--- src/rtl/core_boot_ctrl.sv ---
// Boot/run controller for the RV32I core: streams a program image into
// instruction memory while the core is held in reset, then gates execution.
module core_boot_ctrl #(
  parameter int ADDR_W  = 11,
  parameter int DATA_W  = 32,
  parameter int RST_CYC = 2
) (
  input  logic              i_clk,
  input  logic              i_reset,
  input  logic              i_ld_valid,
  output logic              o_ld_ready,
  input  logic [DATA_W-1:0] i_ld_data,
  input  logic              i_ld_last,
  input  logic              i_run,
  input  logic              i_halt,
  input  logic              i_step,
  output logic              o_imem_wren,
  output logic [ADDR_W-1:0] o_imem_addr,
  output logic [DATA_W-1:0] o_imem_wdata,
  output logic              o_core_reset,
  output logic              o_core_clk_en,
  output logic [ADDR_W:0]   o_word_cnt,
  output logic [2:0]        o_state,
  output logic              o_err
);

  typedef enum logic [2:0] {
    S_IDLE    = 3'd0,
    S_LOAD    = 3'd1,
    S_RELEASE = 3'd2,
    S_RUN     = 3'd3,
    S_HALT    = 3'd4,
    S_STEP    = 3'd5,
    S_ERROR   = 3'd6
  } state_e;

  localparam int              RC_W     = $clog2(RST_CYC + 1);
  localparam logic [ADDR_W:0] DEPTH_C  = {1'b1, {ADDR_W{1'b0}}};
  localparam logic [ADDR_W:0] LAST_IDX = {1'b0, {ADDR_W{1'b1}}};

  state_e            state_q, state_d;
  logic [ADDR_W:0]   word_cnt_q, word_cnt_d;
  logic [RC_W-1:0]   rst_cnt_q, rst_cnt_d;
  logic              ld_ready_q, ld_ready_d;
  logic              wren_q, wren_d;
  logic [ADDR_W-1:0] addr_q, addr_d;
  logic [DATA_W-1:0] wdata_q, wdata_d;
  logic              core_reset_q, core_reset_d;
  logic              clk_en_q, clk_en_d;
  logic              err_q, err_d;
  logic              accept;

  always_comb begin
    state_d   = state_q;
    word_cnt_d = word_cnt_q;
    rst_cnt_d = '0;
    wren_d    = 1'b0;
    addr_d    = addr_q;
    wdata_d   = wdata_q;
    accept    = i_ld_valid & ld_ready_q;

    // Write port lags the accepted beat by one cycle; addr/wdata hold otherwise.
    if (accept) begin
      wren_d     = 1'b1;
      addr_d     = word_cnt_q[ADDR_W-1:0];
      wdata_d    = i_ld_data;
      word_cnt_d = word_cnt_q + (ADDR_W+1)'(1);
    end

    case (state_q)
      S_IDLE: begin
        if (accept) begin
          state_d = i_ld_last ? S_RELEASE : S_LOAD;
        end else if (i_run) begin
          state_d = S_RELEASE;
        end
      end
      S_LOAD: begin
        if (accept) begin
          if (i_ld_last) begin
            state_d = S_RELEASE;
          end else if (word_cnt_q == LAST_IDX) begin
            state_d = S_ERROR;
          end
        end
      end
      S_RELEASE: begin
        if (rst_cnt_q == RC_W'(RST_CYC - 1)) begin
          state_d = S_RUN;
        end else begin
          rst_cnt_d = rst_cnt_q + RC_W'(1);
        end
      end
      S_RUN: begin
        if (i_halt) state_d = S_HALT;
      end
      S_HALT: begin
        if (i_run) begin
          state_d = S_RUN;
        end else if (i_step) begin
          state_d = S_STEP;
        end
      end
      S_STEP:  state_d = S_HALT;
      S_ERROR: state_d = S_ERROR;
      default: state_d = S_ERROR;
    endcase

    // Outputs are decoded from the next state so they register glitch-free
    // and line up with the state they describe.
    ld_ready_d   = ((state_d == S_IDLE) || (state_d == S_LOAD)) &&
                   (word_cnt_d < DEPTH_C);
    core_reset_d = (state_d == S_RUN) || (state_d == S_HALT) ||
                   (state_d == S_STEP);
    clk_en_d     = (state_d == S_RUN) || (state_d == S_STEP);
    err_d        = err_q | (state_d == S_ERROR);
  end

  always_ff @(posedge i_clk or negedge i_reset) begin
    if (!i_reset) begin
      state_q      <= S_IDLE;
      word_cnt_q   <= '0;
      rst_cnt_q    <= '0;
      ld_ready_q   <= 1'b0;
      wren_q       <= 1'b0;
      addr_q       <= '0;
      wdata_q      <= '0;
      core_reset_q <= 1'b0;
      clk_en_q     <= 1'b0;
      err_q        <= 1'b0;
    end else begin
      state_q      <= state_d;
      word_cnt_q   <= word_cnt_d;
      rst_cnt_q    <= rst_cnt_d;
      ld_ready_q   <= ld_ready_d;
      wren_q       <= wren_d;
      addr_q       <= addr_d;
      wdata_q      <= wdata_d;
      core_reset_q <= core_reset_d;
      clk_en_q     <= clk_en_d;
      err_q        <= err_d;
    end
  end

  assign o_ld_ready    = ld_ready_q;
  assign o_imem_wren   = wren_q;
  assign o_imem_addr   = addr_q;
  assign o_imem_wdata  = wdata_q;
  assign o_core_reset  = core_reset_q;
  assign o_core_clk_en = clk_en_q;
  assign o_word_cnt    = word_cnt_q;
  assign o_state       = state_q;
  assign o_err         = err_q;

endmodule
--- config.mk ---
export PLATFORM = sky130hd
export DESIGN_NAME = core_boot_ctrl
export DESIGN_NICKNAME = d
export VERILOG_FILES = /design/src/rtl/core_boot_ctrl.sv
export SDC_FILE = /design/constraint.sdc
export NUM_CORES = 1
export LEC_CHECK = 0
export CELL_PAD_IN_SITES_DETAIL_PLACEMENT = 0
export CELL_PAD_IN_SITES_GLOBAL_PLACEMENT = 1
export CORE_ASPECT_RATIO = 0.6
export CORE_MARGIN = 4
export CORE_UTILIZATION = 32
export DETAILED_ROUTE_END_ITERATION = 16
export PLACE_DENSITY = 0.79
export RECOVER_POWER = 25
export SYNTH_ARGS = -nofsm -noshare
export SYNTH_HDL_FRONTEND = slang
export SYNTH_SLANG_ARGS = --single-unit
--- constraint.sdc ---
create_clock -name i_clk -period 2.1 [get_ports i_clk]
set_input_delay 0.42 -clock i_clk [delete_from_list [all_inputs] [get_ports i_clk]]
set_output_delay 0.42 -clock i_clk [all_outputs]
set_load 0.02 [all_outputs]
* After elaboration in Yosys (flattened, before gate mapping)
Index checks and enable logic that the tools add are counted.
Operators by class: add/subtract/negate cells 2, order comparisons 1, eq/ne operators 12, multiplexer cells 15, bitwise logic cells 2, reductions and logical operators 7
Operator list (number):
- $mux W3 | 9
- $pmux W3 S6 | 1
- $eq A3 B3 Y1 const B | 5
- $add A12 B1 Y12 const B | 1
- $eq A12 B11 Y1 const B | 1
- $lt A12 B12 Y1 const B | 1
- $mux W12 | 1
- $eq A3 B2 Y1 const B | 3
- $eq A3 B1 Y1 const B | 2
- $logic_not A3 Y1 | 2
- $mux W2 | 3
- $logic_or A1 B1 Y1 | 4
- $add A2 B1 Y2 const B | 1
- $eq A2 B1 Y1 const B | 1
- $and A1 B1 Y1 | 1
- $logic_and A1 B1 Y1 | 1
- $mux W1 | 1
- $or A1 B1 Y1 | 1
Word-level totals: bits in registers 65, input port bits 39, output and inout port bits 63, word-level logic and storage cells 49

* Longest topological paths before layout
Gate-level depths: netlist (run 1).
word-level depth 8, depth in mapped cells 7, gate-level depth less buffers 6

* Worst setup path before layout (run 1)
No wires, ideal clock.
kind reg-to-reg, start reg word_cnt_q[0], in the netlist o_word_cnt[0], end reg core_reset_q, in the netlist o_core_reset, library setup time 0.125 ns, data arrival time 1.708 ns, path slack 0.267 ns, cell stages (with the launch flop) 7, cells stage by stage dfrtp_1 ha_1 nand3_1 nor4_4 o221ai_2 nor2b_4 mux2_4
Between the ends: word-level cells in the longest chain between the ends 8, elaborated cells on any way between the ends 10
RTL lines:
- start: declaration | line 42 | logic [ADDR_W:0] word_cnt_q, word_cnt_d;
- start signal: assignment | line 133 | word_cnt_q <= word_cnt_d;
- $eq A12 B11 Y1 * | line 82 | end else if (word_cnt_q == LAST_IDX) begin
- $mux W3 * | line 82
- $mux W3 * | line 80 | if (i_ld_last) begin
- $mux W3 * | line 79 | if (accept) begin
- $pmux W3 S6 * | line 70 | case (state_q)
- net state_d[0] | line 41 | state_e state_q, state_d;
- $eq A3 B2 Y1 / $eq A3 B3 Y1 (equally long branches) | line 113 | core_reset_d = (state_d == S_RUN) || (state_d == S_HALT) ||
- $logic_or A1 B1 Y1 | line 113
- $logic_or A1 B1 Y1 * | line 113
- net core_reset_d | line 48 | logic core_reset_q, core_reset_d;
- end signal: assignment | line 139 | core_reset_q <= core_reset_d;
- end: declaration | line 48
Mark *: on every way through the listed nets, which the timed path passes. The rest lies on a longest branch. A chain may end at the register's enable or synchronous reset.

* Final worst setup path (run 1)
start reg state_q[2], in the netlist o_state[2], end out o_state[2]
RTL lines:
- start: declaration | line 41
- start signal: assignment | line 132 | state_q <= state_d;
- end: declaration | line 23 | output logic [2:0] o_state,
No word-level cell between the ends.

==> results of run 1 <==
==> worst reg2reg max path: cells and delay by family (launching register included) <==
family | cells | cell delay (ns)
AOI/OAI and AO/OA | 2 | 0.41
DFF | 1 | 0.50
muxes | 1 | 0.25
and+or+nand+nor | 2 | 0.51
==> power by group <==
group          switching, uW  leakage, uW  internal, uW
registers                285     0.000827          1680
logic                   1260      0.00102          1160
clock network            524     0.000161          1150
==> stage by stage <==
stage,worst slack [ns],std cells
after floorplan,0.267,275
after global placement,0.0280,488
after detailed placement,0.00594,488
after CTS,0.112,503
after global routing,0.0383,503
final,0.116,503
==> worst paths after layout <==
path / from / slack [ns] / cells past startpoint / end
max: o_state[2]$_DFF_PN0_ / 0.12 / 1 / o_state[2]
min: rst_cnt_q[0]$_DFF_PN0_ / 0.43 / 1 / rst_cnt_q[0]$_DFF_PN0_
max reg2reg: o_state[2]$_DFF_PN0_ / 0.31 / 5 / o_core_reset$_DFF_PN0_
min reg2reg: rst_cnt_q[0]$_DFF_PN0_ / 0.43 / 1 / rst_cnt_q[0]$_DFF_PN0_
max in group asynchronous: i_reset / 0.73 / 2 / o_imem_addr[5]$_DFFE_PN0P_
min in group asynchronous: i_reset / 0.46 / 1 / o_imem_wdata[0]$_DFFE_PN0P_
==> cells in the mapped netlist <==
library cell / instances / area, sq um
a211oi_2: 1 / 12.5
a21boi_0: 1 / 7.51
a21o_1: 2 / 15.0
a21oi_1: 3 / 15.0
a31oi_1: 1 / 6.26
and2_1: 1 / 6.26
and3_1: 1 / 6.26
buf_1: 7 / 26.3
buf_2: 2 / 10.0
clkbuf_1: 2 / 7.51
dfrtp_1: 65 / 1630
ha_1: 1 / 12.5
inv_1: 1 / 3.75
inv_2: 1 / 3.75
mux2_4: 1 / 15.0
nand2_1: 137 / 514
nand2b_1: 3 / 18.8
nand3_1: 3 / 15.0
nand4_1: 3 / 18.8
nand4_4: 1 / 21.3
nor2_1: 8 / 30.0
nor2b_1: 2 / 12.5
nor2b_4: 1 / 13.8
nor3_1: 3 / 15.0
nor3b_1: 2 / 15.0
nor4_4: 1 / 21.3
o21a_1: 1 / 7.51
o21ai_0: 2 / 10.0
o21ai_2: 1 / 8.76
o221ai_2: 1 / 15.0
o2bb2ai_2: 1 / 15.0
o31a_1: 1 / 8.76
o32ai_4: 1 / 27.5
or2_2: 1 / 6.26
or3b_4: 1 / 11.3
xnor2_1: 9 / 78.8
xor2_1: 2 / 17.5
==> area by class of cell <==
cell class | instances | share of cell area (%)
Clock inverter | 6 | 2.54
Tap cell | 108 | 3.19
Timing Repair Buffer | 116 | 26.7
Clock buffer | 9 | 5.32
Inverter | 2 | 0.177
Sequential cell | 65 | 38.4
Multi-Input combinational cell | 197 | 23.6
==> kinds of logic (layout without fill, tap and decap cells) <==
family | after synthesis | count (layout) | share of synthesized area [%]
AND/OR/NAND/NOR | 168 | 168 | 27.1
flip-flops | 65 | 65 | 60.8
AO/OA/AOI/OAI | 16 | 16 | 5.56
buffers and inverters | 13 | 133 | 1.92
XOR/XNOR | 11 | 11 | 3.60
adder cells (fa/ha/maj) | 1 | 1 | 0.467
multiplexers | 1 | 1 | 0.561
==> metal layers <==
layer	GRT usage, %	part of all wire, %	vias to the layer above
met1	19.9	49	1000
li1	-	-	1101
met3	7.39	9.6	11
met2	20.4	40	76
met5	0	0	-
met4	6.10	1.3	0
==> sequential cells by signal (all words and copies together) (netlist names) <==
name and flops:
o_imem_wdata 32, o_core_clk_en 1, o_imem_wren 1, o_state 3, o_word_cnt 12, o_err 1
o_ld_ready 1, o_core_reset 1, o_imem_addr 11, rst_cnt_q 2
==> results.py, run 1 <==
metrics = {
    "sta": {
        "tightest_slew_ns": 1.53,
        "relSlewSlack_pct": -2.01,
        "finClkSkew_ns": 0.00963,
        "worst_hold_slack_ns": 0.429,
        "setup_tns_ns": 0,
        "slew_viol_final": 27,
        "final_hold_viol_count": 0,
        "fin_crit_sh_pct": 94.5,
        "rsz0062_at_grt": "false",
        "setup_violations": 0,
        "min_period_ns": 1.98,
        "max_freq_mhz": 504,
    },
    "cts": {
        "path_clk_slew_ns": 0.05,
        "cts_hold_buffers": 0,
        "insertion_delay_ns": 0.33,
        "cts_setup_buffers": 0,
        "cts-resized-gates": 0,
        "cts_root_buf": "clkbuf_16",
        "cts_tree": "built",
        "cts.sinks": 65,
        "cts_buffer_depth": 2,
        "cts_htree_levels": 3,
        "numCtsBuffers": 9,
    },
    "setup_path": {
        "cp-end-kind": "primary output",
        "critical_path_class": "register to primary output",
        "cp_num_buf_inv": 1,
        "crit_slowest_cell": "clkdlybuf4s50_1",
        "critPathMaxStageDelay_ns": 0.69,
        "cp_cell_sequence": "clkdlybuf4s50_1",
        "required_ns": 1.68,
        "startpoint_type": "register",
        "cp.arrival_ns": 1.56,
        "path_max_fanout": 11,
        "cp_top_family": "buffers and inverters",
    },
    "synthesis": {
        "netlist_area_sq_mm": 0.00268,
        "synthDistinctLibCells": 37,
        "synth.net_count": 315,
        "ys_ff_latch": 65,
        "synthCells": 275,
        "ys_warn_count": 0,
        "postSynthAreaPerCell_sq_um": 9.73,
        "ys_seq_area_share_pct": 60.8,
    },
    "floorplanning": {
        "initial_utilization_pct": 33.4,
        "die_h_microns": 78.8,
        "die_x_microns": 126,
        "placementRows": 25,
        "boundaryPins": 102,
        "coreArea_sq_mm": 0.00801,
        "dieArea_sq_mm": 0.00994,
    },
    "min_path": {
        "min-delay-path-class": "register to register",
    },
    "layout": {
        "drive_gt1_share_pct": 10.9,
        "nNetsFinal": 431,
        "final_cell_mix": "nand2_1 (136), clkdlybuf4s50_1 (100), dfrtp_1 (65)",
        "num-fill-cells": 728,
        "final_common_cell": "nand2_1",
        "area_delta_synth_final_pct": 58.2,
        "multi_input_area_sq_mm": 0.00100,
        "regArea_sq_mm": 0.00163,
        "design_area_sq_mm": 0.00423,
        "fin_util_pct": 52.9,
        "n_antenna_cell": 0,
    },
    "route": {
        "wl_per_cell_microns": 13.8,
        "dr.first_iter.drc_count": 130,
        "drtPass1Iterations": 6,
        "totalWireLength_mm": 6.95,
        "antenna_left": 0,
        "vias": 2188,
        "drc": 0,
        "via_per_inst": 4.35,
    },
    "global_routing": {
        "grt_pass1_wl_mm": 11.6,
        "grt_pass1_vias": 2268,
        "grt_max_degree": 40,
        "grt.total_usage_pct": 14.9,
        "grt_overflow_total": 0,
        "antenna_found_initial": 0,
    },
    "pwr": {
        "ir_drop_uv": 757,
        "p_total_uw": 6060,
        "power_leakage_uw": 0.00201,
        "power.density_mw_per_mm2": 1430,
    },
    "run_status": {
        "outcome": "complete, but fails checks",
        "violations": "capacitance limit, slew limit",
    },
    "placement": {
        "hpwl_mm": 4.97,
        "gp_congestion": 0.767,
        "io_buffers": 101,
        "placed_area_sq_mm": 0.00390,
    },
    "job": {
        "cap_violations": 1,
    },
}
Note: power is estimated with default switching activity, not from simulation.
==> run 2, diff against run 1 <==
==> constraint.sdc (replaced) <==
create_clock -name i_clk -period 2.2 [get_ports i_clk]
set_input_delay 0.44 -clock i_clk [delete_from_list [all_inputs] [get_ports i_clk]]
set_output_delay 0.44 -clock i_clk [all_outputs]
set_load 0.02 [all_outputs]
==> results.py, run 2 (same netlist as run 1, synthesis figures left out) <==
metrics = {
    "floorplanning": {
        "boundaryPins": 102,
        "coreArea_sq_mm": 0.00801,
        "dieArea_sq_mm": 0.00994,
        "initial_utilization_pct": 33.4,
        "placementRows": 25,
        "die_h_microns": 78.8,
        "die_x_microns": 126,
    },
    "layout": {
        "area_delta_synth_final_pct": 56.7,
        "drive_gt1_share_pct": 9.97,
        "num-fill-cells": 767,
        "largest_reg_flops": 32,
        "multi_input_area_sq_mm": 0.00100,
        "final_common_cell": "nand2_1",
        "final_cell_mix": "nand2_1 (136), clkdlybuf4s50_1 (100), dfrtp_1 (65)",
        "fin_util_pct": 52.4,
        "regArea_sq_mm": 0.00163,
        "n_antenna_cell": 0,
        "nNetsFinal": 426,
    },
    "sta": {
        "final_hold_viol_count": 0,
        "fin_crit_sh_pct": 89.8,
        "min_period_ns": 1.98,
        "setup_violations": 0,
        "setup_tns_ns": 0,
        "finClkSkew_ns": 0.00565,
        "slew_viol_final": 0,
        "worst_hold_slack_ns": 0.177,
        "relSlewSlack_pct": 46.4,
        "tightest_slew_ns": 0.804,
        "max_freq_mhz": 506,
        "rsz0062_at_grt": "false",
    },
    "cts": {
        "cts_buffer_depth": 2,
        "cts.sinks": 65,
        "path_clk_slew_ns": 0.05,
        "cts_setup_buffers": 0,
        "cts-resized-gates": 0,
        "cts_hold_buffers": 0,
        "cts_root_buf": "clkbuf_16",
        "cts_htree_levels": 3,
        "numCtsBuffers": 9,
        "insertion_delay_ns": 0.33,
        "cts_tree": "built",
    },
    "setup_path": {
        "cp_cell_sequence": "clkdlybuf4s50_1",
        "critPathMaxStageDelay_ns": 0.68,
        "cp_num_buf_inv": 1,
        "required_ns": 1.76,
        "critPathLaunch": "o_state[2]$_DFF_PN0_",
        "cp.arrival_ns": 1.54,
        "worstReg2RegStart": "o_word_cnt[2]$_DFFE_PN0P_",
        "critical_path_class": "register to primary output",
        "cp_top_family": "buffers and inverters",
        "startpoint_type": "register",
        "path_max_fanout": 11,
        "cp-end-kind": "primary output",
        "crit_slowest_cell": "clkdlybuf4s50_1",
    },
    "run_status": {
        "outcome": "complete, no violations",
    },
    "min_path": {
        "min-delay-path-class": "primary input to async pin",
    },
    "route": {
        "wl_per_cell_microns": 13.8,
        "via_per_inst": 4.39,
        "drc": 0,
        "antenna_left": 0,
        "vias": 2193,
        "dr.first_iter.drc_count": 106,
        "totalWireLength_mm": 6.90,
        "drtPass1Iterations": 4,
    },
    "pwr": {
        "ir_drop_uv": 635,
        "power.density_mw_per_mm2": 1360,
        "power_leakage_uw": 0.00198,
    },
    "job": {
        "cap_violations": 0,
    },
    "global_routing": {
        "grt_overflow_total": 0,
        "grt_max_degree": 53,
        "grt.total_usage_pct": 14.7,
        "grt_pass1_wl_mm": 11.4,
        "grt_pass1_vias": 2306,
        "antenna_found_initial": 0,
    },
    "placement": {
        "hpwl_mm": 4.91,
        "io_buffers": 101,
        "gp_congestion": 0.767,
    },
}
## run 2: changes by cell type in the layout (fill, tap and decap cells not counted)
cell       previous run  this run
clkbuf_8              0         2
buf_4                14         9
bufinv_16             3         2
## run 2: metal layers
metal  share of wire (%)  wire length [microns]  track usage [%]
met5                   0                      0                0
met4                 1.1                     78             4.18
met3                  10                    702             8.53
met2                  40                   2790             21.1
met1                  48                   3330             18.8
## run 2: path summary, 6_finish.rpt
kind | to | slack (ns) | cells after the start
hold / removal | o_imem_wdata[10]$_DFFE_PN0P_ | 0.18 | 1
min in group i_clk | rst_cnt_q[0]$_DFF_PN0_ | 0.43 | 1
setup reg to reg | o_core_reset$_DFF_PN0_ | 0.34 | 5
max in group asynchronous | rst_cnt_q[0]$_DFF_PN0_ | 1.28 | 2
hold reg to reg | rst_cnt_q[0]$_DFF_PN0_ | 0.43 | 1
setup / recovery | o_state[2] | 0.22 | 1
## run 2: cell type report
type / instances / area share [%]
sequential: 65 / 38.8
timing repair buffer: 111 / 26.1
multi-input combinational: 197 / 23.9
clock buffer: 11 / 6.03
tap: 108 / 3.22
clock inverter: 5 / 1.85
inverter: 2 / 0.179
## run 2: metrics by stage
stage	power, uW	cells	worst slack, ns	cell area, sq um
after global routing	6060	499	0.151	4190
final	5700	499	0.224	4190
after CTS	5790	499	0.201	4190
after global placement	4160	483	0.109	3860
after detailed placement	4200	483	0.0786	3860
after floorplan	3040	275	0.367	2680
## run 2: where the power goes
part	internal, uW	leakage (uW)	switching, uW	total (uW)
clock network	1050	0.000162	503	1550
registers	1600	0.000827	292	1900
logic	1080	0.000991	1170	2260
